$ cat config.mk
export PLATFORM = sky130hd
export DESIGN_NAME = approx_mul_err_stats
export DESIGN_NICKNAME = d
export VERILOG_FILES = /design/src/rtl/approx_mul_pkg.sv /design/src/rtl/approx_mul_err_calc.sv /design/src/rtl/approx_mul_err_stats.sv
export SDC_FILE = /design/constraint.sdc
export NUM_CORES = 1
export LEC_CHECK = 0
export ABC_AREA = 1
export ABC_CLOCK_PERIOD_IN_PS = 7200
export CAP_MARGIN = 5
export CORE_ASPECT_RATIO = 0.5
export CORE_UTILIZATION = 50
export DETAILED_ROUTE_END_ITERATION = 8
export PLACE_DENSITY = 0.71
export SYNTH_ARGS = -nofsm -noshare
export SYNTH_HDL_FRONTEND = slang
export SYNTH_SLANG_ARGS = --single-unit
export TNS_END_PERCENT = 20
$ cat constraint.sdc
create_clock -name clk -period 7.2 [get_ports clk]
set_input_delay 1.44 -clock clk [delete_from_list [all_inputs] [get_ports clk]]
set_output_delay 1.44 -clock clk [all_outputs]
set_load 0.05 [all_outputs]
$ cat src/rtl/approx_mul_pkg.sv
// Purpose: shared types, widths and helpers for approximate-multiplier evaluation blocks.
// Latency: n/a (package only).
// Backpressure: n/a.
package approx_mul_pkg;

  typedef enum logic [1:0] {
    IDLE  = 2'd0,
    ACCUM = 2'd1,
    DRAIN = 2'd2,
    DONE  = 2'd3
  } state_e;

  localparam int PROD_W = 16;  // 8x8 unsigned product
  localparam int ED_W   = 16;  // |z_approx - x*y| never exceeds 65535
  localparam int SQ_W   = 32;  // ED squared

  // Absolute difference of two unsigned products via a 17-bit signed difference.
  // The magnitude always fits in ED_W bits, because both operands are PROD_W-bit unsigned values.
  function automatic logic [ED_W-1:0] abs_diff17(input logic [PROD_W-1:0] a,
                                                  input logic [PROD_W-1:0] b);
    logic signed [PROD_W:0] d;
    logic signed [PROD_W:0] m;
    d = $signed({1'b0, a}) - $signed({1'b0, b});
    m = -d;
    return d[PROD_W] ? m[ED_W-1:0] : d[ED_W-1:0];
  endfunction

endpackage

$ cat src/rtl/approx_mul_err_calc.sv
// Purpose: registered error-distance stage: exact x*y, signed difference to z_approx, |diff|.
// Latency: 1 cycle from in_vld to s1_v/ed.
// Backpressure: none; the caller only pulses in_vld on accepted samples.
// Ports: clk, rst_n (async low); clr drops the pipeline valid; in_vld/x/y/z_approx is the
//        sample in; s1_v/ed is the registered error distance.
module approx_mul_err_calc
  import approx_mul_pkg::*;
(
  input  logic              clk,
  input  logic              rst_n,
  input  logic              clr,
  input  logic              in_vld,
  input  logic [7:0]        x,
  input  logic [7:0]        y,
  input  logic [15:0]       z_approx,
  output logic              s1_v,
  output logic [ED_W-1:0]   ed
);

  logic [PROD_W-1:0] exact;

  assign exact = PROD_W'(x) * PROD_W'(y);

  always_ff @(posedge clk or negedge rst_n) begin
    if (!rst_n) begin
      s1_v <= 1'b0;
      ed   <= '0;
    end else if (clr) begin
      s1_v <= 1'b0;
      ed   <= '0;
    end else begin
      s1_v <= in_vld;
      if (in_vld) begin
        ed <= abs_diff17(z_approx, exact);
      end
    end
  end

endmodule

$ cat src/rtl/approx_mul_err_stats.sv
// Purpose: accumulates ED statistics (sum, sum of squares, max, error count) over a programmed run.
// Latency: a sample accepted at edge n is reflected in the results at edge n+1; done rises 2 edges after the last accept.
// Backpressure: in_ready is high only in ACCUM while samples remain; it never depends on in_valid.
// Ports: clk, rst_n (async low); start/num_samples launch a run; in_valid/in_ready/x/y/z_approx
//        is the sample stream; busy/done report progress; sum_ed/sum_sq/max_ed/err_cnt are the results.
module approx_mul_err_stats
  import approx_mul_pkg::*;
#(
  parameter int CNT_W = 16
) (
  input  logic                  clk,
  input  logic                  rst_n,
  input  logic                  start,
  input  logic [CNT_W-1:0]      num_samples,
  input  logic                  in_valid,
  output logic                  in_ready,
  input  logic [7:0]            x,
  input  logic [7:0]            y,
  input  logic [15:0]           z_approx,
  output logic                  busy,
  output logic                  done,
  output logic [ED_W+CNT_W-1:0] sum_ed,
  output logic [SQ_W+CNT_W-1:0] sum_sq,
  output logic [ED_W-1:0]       max_ed,
  output logic [CNT_W-1:0]      err_cnt
);

  state_e             state;
  logic [CNT_W-1:0]   accepted;
  logic [CNT_W-1:0]   num_q;
  logic               accept;
  logic               start_ok;
  logic               s1_v;
  logic [ED_W-1:0]    ed;
  logic [SQ_W-1:0]    ed_sq;

  assign in_ready = (state == ACCUM) && (accepted < num_q);
  assign accept   = in_valid && in_ready;
  // start is only honoured between runs; the same pulse clears the pipeline and results
  assign start_ok = start && ((state == IDLE) || (state == DONE));
  assign ed_sq    = SQ_W'(ed) * SQ_W'(ed);

  approx_mul_err_calc u_calc (
    .clk      (clk),
    .rst_n    (rst_n),
    .clr      (start_ok),
    .in_vld   (accept),
    .x        (x),
    .y        (y),
    .z_approx (z_approx),
    .s1_v     (s1_v),
    .ed       (ed)
  );

  // Run control; busy/done are registered alongside the state.
  always_ff @(posedge clk or negedge rst_n) begin
    if (!rst_n) begin
      state    <= IDLE;
      accepted <= '0;
      num_q    <= '0;
      busy     <= 1'b0;
      done     <= 1'b0;
    end else begin
      case (state)
        IDLE, DONE: begin
          if (start) begin
            num_q    <= num_samples;
            accepted <= '0;
            if (num_samples == '0) begin
              state <= DONE;
              busy  <= 1'b0;
              done  <= 1'b1;
            end else begin
              state <= ACCUM;
              busy  <= 1'b1;
              done  <= 1'b0;
            end
          end
        end
        ACCUM: begin
          if (accept) begin
            accepted <= accepted + CNT_W'(1);
            if (accepted == num_q - CNT_W'(1)) begin
              state <= DRAIN;
            end
          end
        end
        DRAIN: begin
          // s1_v low means the last sample's stage-2 update has already been written
          if (!s1_v) begin
            state <= DONE;
            busy  <= 1'b0;
            done  <= 1'b1;
          end
        end
        default: begin
          state <= IDLE;
          busy  <= 1'b0;
          done  <= 1'b0;
        end
      endcase
    end
  end

  // Stage 2: accumulators are wide enough for 2^CNT_W-1 worst-case samples, so no saturation.
  always_ff @(posedge clk or negedge rst_n) begin
    if (!rst_n) begin
      sum_ed  <= '0;
      sum_sq  <= '0;
      max_ed  <= '0;
      err_cnt <= '0;
    end else if (start_ok) begin
      sum_ed  <= '0;
      sum_sq  <= '0;
      max_ed  <= '0;
      err_cnt <= '0;
    end else if (s1_v) begin
      sum_ed  <= sum_ed + (ED_W+CNT_W)'(ed);
      sum_sq  <= sum_sq + (SQ_W+CNT_W)'(ed_sq);
      if (ed > max_ed) begin
        max_ed <= ed;
      end
      err_cnt <= err_cnt + CNT_W'(ed != '0);
    end
  end

endmodule

==> flow_summary_export.csv, run 1 <==
group,metric,value,unit
route,dr.pass1.iters,5,
critical_path,path_class,"reg2reg",
cells_and_area,layout_common_cells,"nand2_1 (729), inv_1 (709), fa_1 (244)",
critical_path,worstSetupEndpointType,"flip-flop",
critical_path,crit_top_cell,"fa_1",
timing,max-slew-margin-rel,0.1136,
pwr,p_per_area,343.0,mW/mm²
cells_and_area,fin_area,0.02493,mm²
synthesis,synth_mux_area_frac,0.0005093,
synthesis,synthDistinctLibCells,55,
synthesis,synth_edf_count,0,
min_path,holdPathStages,2,
min_path,hp-class,"reg2reg",
synthesis,synthSimpleGateAreaFrac,0.2284,
critical_path,reg2reg_depth,22,
synthesis,yosys.area.top_type,"fa_1",
critical_path,reg2reg_slack,0.42,ns
timing,worst_pin_slew,1.325,ns
route,wirelength,60630,µm
route,drt-initial-drc-count,1537,
cells_and_area,final_core_util,0.5721,
route,postRouteAntennaNets,0,
timing,tns,0,ns
synthesis,ys_ff_latch,165,
cts,cts_tree,"built",
critical_path,cp-startpoint,"u_calc.ed[5]$_DFFE_PN0P_",
cells_and_area,fill_cells,4007,
min_path,hold_start,"state[1]$_DFFE_PN0P_",
placed_design,hpwl,48710,µm
critical_path,cp_max_fo,20,
placed_design,portBuffers,166,
cells_and_area,final_common_cell,"nand2_1",
synthesis,synth_area_leaders,"fa_1 (22%), dfrtp_1 (19%), nand2_1 (12%)",
synthesis,async_flop_share,1.000,
synthesis,synth.top_cell.area_share,0.2209,
cells_and_area,synthToLayoutAreaGrowth,12.76,%
synthesis,synth_xor_area_frac,0.01822,
timing,max_freq,0.1474,GHz
cts,clkTransAtPathRegs,0.08,ns
pwr,finalPower,8.551,mW
synthesis,yosysWarnings,0,
cts,cts.path.max_buffers,2,
timing,clock_skew,0.01790,ns
floorplan,start_util,0.5073,
cts,cts_buffers,17,
cts,clkLatencyLatePin,0.47,ns
cts,root_buffer,"clkbuf_16",
critical_path,critical_path.max_stage_delay,0.90,ns
synthesis,avgSynthCellArea,7.326,µm²
synthesis,ys.flop_type,"dfrtp_1",
critical_path,cp.depth,22,
synthesis,yosysSeqAreaShare,0.1868,
critical_path,cp_data_required_time,7.58,ns
critical_path,path_buf_inv,5,
synthesis,syn_area,0.02211,mm²
grt,grt_first_pass_wirelength,98620,µm
cts,cts_max_level,4,
pwr,leakagePower,13.57,nW
floorplan,core.rowCount,54,
placed_design,dp_cells,3708,
synthesis,synth_top_family_by_area,"adder cells",
job,cap_violations,0,
synthesis,synth_cells,3018,
run_status,status,"finished, final reports clean",
placed_design,gp_congestion,0.9695,
floorplan,io_pins,167,
cts,cts_setup_buffers,0,
cts,hold_buffers,0,
timing,maxSlewViolCount,0,
floorplan,die_width,299.4,µm
synthesis,synth_fa_ha_area_frac,0.3392,
grt,overflow,0,
critical_path,r2r_start,"u_calc.ed[5]$_DFFE_PN0P_",
floorplan,dieArea,0.04511,mm²
route,vias_per_cell,5.219,
floorplan,dieHeight,150.7,µm
grt,grt_pass1_vias,19140,
grt,antenna_found_initial,1,
critical_path,startpoint_type,"flip-flop",
critical_path,cp_top_family,"adder cells",
cells_and_area,drive_gt1_frac,0.03173,
synthesis,synth-compound-area-share,0.08936,
route,drc,0,
synthesis,synth.net_count,3523,
cells_and_area,final_nets,3644,
cts,ctsResizeCount,0,
cells_and_area,stdcell_count,3741,
grt,grt_max_degree,73,
critical_path,crit_chain,"nand2_1, fa_1, inv_1, fa_1, inv_1, fa_1, inv_1, fa_1, fa_1, inv_1, fa_1, inv_1, ha_1, a21oi_1, o21ai_0, a21oi_1, o21ai_0, nand3_1, nor2_1, o21ai_0, nand2_1, o21ai_0",
timing,hold_violations,0,
critical_path,cp.arrival,7.16,ns
timing,post-route-min-period,6.785,ns
timing,rsz0062_at_grt,"no",
cts,cts_sinks,165,
route,wl_per_cell,16.21,µm
timing,fin_crit_sh,0.9423,
timing,setup_viol,0,
pwr,vdd_drop_max,0.2625,mV
grt,grt_use_total,0.2764,
placed_design,placed_area,0.02432,mm²
route,vias,19520,
critical_path,worst_path_max_delay_cell,"dfrtp_1",
floorplan,core_area,0.04358,mm²
-- registers in the layout (all words and copies together), names as in the netlist --
| name | count |
|---|---|
| num_q | 16 |
| busy | 1 |
| sum_sq | 48 |
| accepted | 16 |
| state | 2 |
| done | 1 |
| sum_ed | 32 |
| max_ed | 16 |
| u_calc.ed | 16 |
| u_calc.s1_v | 1 |
| err_cnt | 16 |
-- power breakdown --
group / total, mW / leakage, nW / switching [mW] / internal, mW
registers: 1.50 / 2.25 / 0.360 / 1.14
logic: 6.06 / 11.0 / 4.06 / 2.01
clock network: 0.992 / 0.296 / 0.493 / 0.500
-- layer usage --
metal / share of wire / GRT usage / vias to the layer above / wire length (µm)
met5: 0 / 0 / - / 0
met2: 0.46 / 0.4552 / 653 / 27760
met3: 0.069 / 0.04747 / 82 / 4184
li1: - / - / 9500 / -
met1: 0.45 / 0.3778 / 9289 / 27470
met4: 0.020 / 0.07347 / 0 / 1212
-- kinds of logic (layout without fill, tap and decap cells) --
group,after synthesis,after routing
buffers and inverters,800,934
xor gates and xnor gates,46,46
muxes,1,1
DFF,165,165
adders and majority gates,453,453
AOI/OAI and AO/OA,350,350
and+or+nand+nor,1203,1203
other,0,1
-- per-stage QoR --
stage / hold WS [ns] / setup WS, ns
floorplan: 0.4666 / 1.409
global placement: 0.5044 / 0.5956
detailed placement: 0.5035 / 0.6372
CTS: 0.5231 / 0.5843
global route: 0.5531 / 0.2686
finish: 0.5243 / 0.4152
-- worst min-delay path: stages (launching register included) --
cell and delay (ns):
dfrtp_1 0.38, nand2_1 0.06, nand2_1 0.05
-- layout make-up --
cell class                      instances  area [µm²]  share of cell area
Tap cell                              588       735.7             0.02951
Antenna cell                            1       2.502           0.0001004
Inverter                              715        2684              0.1077
Sequential cell                       165        4129              0.1656
Clock inverter                         15       182.7            0.007327
Multi-Input combinational cell       2053       14950              0.5997
Clock buffer                           17       425.4             0.01706
Timing Repair Buffer                  187        1821             0.07302
-- synthesized netlist by cell type, drive strengths merged (2+ instances only) --
cell type and instances:
o21ai 132, o21a 8, fa 244, buf 29, and2 6, or2 9
nor3 37, nor2 205, ha 209, nand4 41, xor2 33, a22o 6
dfrtp 165, a21oi 136, a31oi 11, nand3 140, o211ai 2, inv 711
nor4 17, xnor2 13, clkbuf 56, o21bai 13, a221oi 2, o31ai 12
a21o 11, a21boi 4, nand3b 6, clkinv 4, a31o 2, o22ai 9
nand2 739
-- final timing paths --
check,endpoint
setup / recovery,sum_sq[31]$_DFFE_PN0P_
hold / removal,state[1]$_DFFE_PN0P_
setup reg to reg,sum_sq[31]$_DFFE_PN0P_
hold reg to reg,state[1]$_DFFE_PN0P_
max in group asynchronous,err_cnt[9]$_DFFE_PN0P_
min in group asynchronous,sum_sq[34]$_DFFE_PN0P_
No activity file was read; power rests on OpenSTA's default activity.
==> inputs of run 2 (changes only) <==
ABC_AREA = default   (was 1)
DONT_BUFFER_PORTS = 1   (was default)
PLACE_DENSITY = 0.66   (was 0.71)
SLEW_MARGIN = 20   (was default)
==> flow_summary_export.csv, run 2 <==
group,metric,value,unit
run_status,status,"finished, final reports clean",
cts,cts_tree,"built",
cells_and_area,layout_common_cells,"inv_1 (479), fa_1 (244), ha_1 (209)",
synthesis,synth.most_common_cell,"inv_1",
floorplan,dieArea,0.04309,mm²
timing,fin_ws,0.3396,ns
timing,maxSlewViolCount,0,
grt,overflow,0,
synthesis,synth_common_cells,"inv_1 (479), fa_1 (244), ha_1 (209)",
route,dr.pass1.iters,5,
cells_and_area,largest_register,"sum_sq",
critical_path,cp_data_required_time,7.58,ns
synthesis,yosysSeqAreaShare,0.1956,
synthesis,synth_area_leaders,"fa_1 (23%), dfrtp_1 (20%), ha_1 (12%)",
floorplan,die_width,292.6,µm
synthesis,syn_area,0.02111,mm²
cts,cts.path.max_buffers,2,
floorplan,io_pins,167,
critical_path,path_class,"reg2reg",
cts,cts_sinks,165,
route,postRouteAntennaNets,0,
timing,setup_viol,0,
cells_and_area,ff_latch_area,0.004139,mm²
placed_design,post-place-ws,0.3051,ns
synthesis,ys_ff_latch,165,
timing,clock_skew,0.01703,ns
job,cap_violations,0,
route,vias,16440,
critical_path,worstSetupEndpointType,"flip-flop",
timing,fin_crit_sh,0.9528,
synthesis,synth.net_count,2915,
synthesis,synth_cells,2410,
timing,max-slew-margin-rel,0.1816,
route,wirelength,52390,µm
timing,worst_pin_slew,1.217,ns
grt,grt_first_pass_wirelength,87800,µm
cells_and_area,final_nets,2884,
synthesis,avgSynthCellArea,8.757,µm²
synthesis,synthDistinctLibCells,79,
cells_and_area,final_core_util,0.5438,
cells_and_area,fill_cells,3745,
timing,max_freq,0.1458,GHz
critical_path,worst_path_max_delay_cell,"fa_1",
placed_design,gp_congestion,0.9255,
route,vias_per_cell,5.607,
critical_path,startpoint_type,"flip-flop",
critical_path,crit_top_cell,"fa_1",
cts,hold_buffers,0,
cts,clkTransAtPathRegs,0.08,ns
synthesis,yosysWarnings,0,
timing,tns,0,ns
floorplan,dieHeight,147.3,µm
critical_path,cp_max_fo,15,
floorplan,core.rowCount,52,
cells_and_area,multiInputGateArea,0.01486,mm²
floorplan,start_util,0.5149,
timing,hold_violations,0,
placed_design,portBuffers,0,
critical_path,cp.arrival,7.24,ns
cts,clkLatencyLatePin,0.46,ns
cts,cts_max_level,4,
cells_and_area,synthToLayoutAreaGrowth,5.608,%
synthesis,ys.flop_type,"dfrtp_1",
cts,root_buffer,"clkbuf_16",
cells_and_area,largest_registers,"sum_sq: 48 flops, sum_ed: 32 flops",
synthesis,synth_edf_count,0,
placed_design,dp_cells,2899,
grt,antenna_found_initial,0,
timing,rsz0062_at_grt,"no",
floorplan,core_area,0.04099,mm²
timing,post-route-min-period,6.860,ns
cells_and_area,final_common_cell,"inv_1",
route,wl_per_cell,17.87,µm
grt,grt_pass1_vias,16790,
synthesis,yosys.area.top_type,"fa_1",
cells_and_area,largest_reg_flops,48,
synthesis,synth.top_cell.area_share,0.2314,
route,drt-initial-drc-count,1295,
synthesis,async_flop_share,1.000,
route,drc,0,
min_path,hp-class,"reg2reg",
cells_and_area,stdcell_count,2932,
critical_path,critical_path.max_stage_delay,0.56,ns
cells_and_area,drive_gt1_frac,0.04057,
cts,cts_buffers,17,
grt,grt_use_total,0.2558,
grt,grt_max_degree,166,
critical_path,crit_chain,"buf_4, nand2_1, inv_1, fa_1, fa_1, inv_1, fa_1, inv_1, fa_1, fa_1, inv_1, fa_1, inv_1, ha_1, and3_1, and4_1, o2111ai_1, nand4_1, nand2_1, or4_1, a21oi_1",
placed_design,hpwl,41230,µm
## run 2: metrics by stage
step / hold slack (ns) / cell area, µm²
after global routing: 0.5798 / 22290
after global placement: 0.5386 / 21690
after detailed placement: 0.5375 / 21690
after floorplan: 0.5051 / 21110
final: 0.5649 / 22290
after CTS: 0.5638 / 22270
## run 2: critical path: cells and delay by family (launching register included)
kind                       cells  cell delay, ns
DFF                            1            0.49
adders and majority gates      7            3.53
AOI/OAI and AO/OA              2            0.45
buffers and inverters          6            0.53
and+or+nand+nor                6            1.78
## run 2: per-layer routing
metal	vias up	part of all wire	GRT usage
li1	7776	-	-
met1	8232	0.45	0.3446
met2	358	0.48	0.4266
met3	75	0.047	0.04251
met4	0	0.024	0.07225
met5	-	0	0
## run 2: cell type report
| class | instances | share of cell area |
|---|---|---|
| tap | 540 | 0.03031 |
| timing repair buffer | 31 | 0.01044 |
| clock buffer | 18 | 0.01925 |
| inverter | 480 | 0.08084 |
| sequential | 165 | 0.1857 |
| clock inverter | 13 | 0.006568 |
| multi-input combinational | 1684 | 0.6668 |
| antenna | 1 | 0.0001123 |
## run 2: cells by family (layout without fill, tap and decap cells)
group	count (synthesis)	in the layout	share of synthesized area
AND/OR/NAND/NOR	659	659	0.1530
buffers and inverters	561	542	0.1004
adder cells (fa/ha/maj)	453	453	0.3553
AO/OA/AOI/OAI	401	401	0.1219
flip-flops	165	165	0.1956
XOR/XNOR	130	130	0.05395
multiplexers	41	41	0.01980
other	0	1	0
## run 2: worst paths after layout
check	depth (start not counted)	to	startpoint	slack [ns]
max in group asynchronous	0	sum_sq[14]$_DFFE_PN0P_	rst_n	6.22
hold reg to reg	1	state[1]$_DFFE_PN0P_	state[1]$_DFFE_PN0P_	0.56
setup reg to reg	21	sum_sq[47]$_DFFE_PN0P_	u_calc.ed[9]$_DFFE_PN0P_	0.34
min in group asynchronous	0	num_q[8]$_DFFE_PN0P_	rst_n	0.68
setup / recovery	21	sum_sq[47]$_DFFE_PN0P_	u_calc.ed[9]$_DFFE_PN0P_	0.34
hold / removal	1	state[1]$_DFFE_PN0P_	state[1]$_DFFE_PN0P_	0.56
## run 2: repair_timing
item                                    CTS  global route
gates resized for setup                   0             6
hold endpoints to repair                  0             0
endpoints found under the setup margin    0             9
buffers inserted                          0             1
Power of run 2 is left out: the tool's default activity adds up to more than one toggle a clock period on the data nets, which glitch-free logic cannot reach.
==> inputs of run 3 (changes only) <==
CTS_CLUSTER_SIZE = 8   (was default)
==> results of run 3 <==
Final layout, timing and power as in run 2 (identical DEF).
Power of run 3 is left out for the same reason.
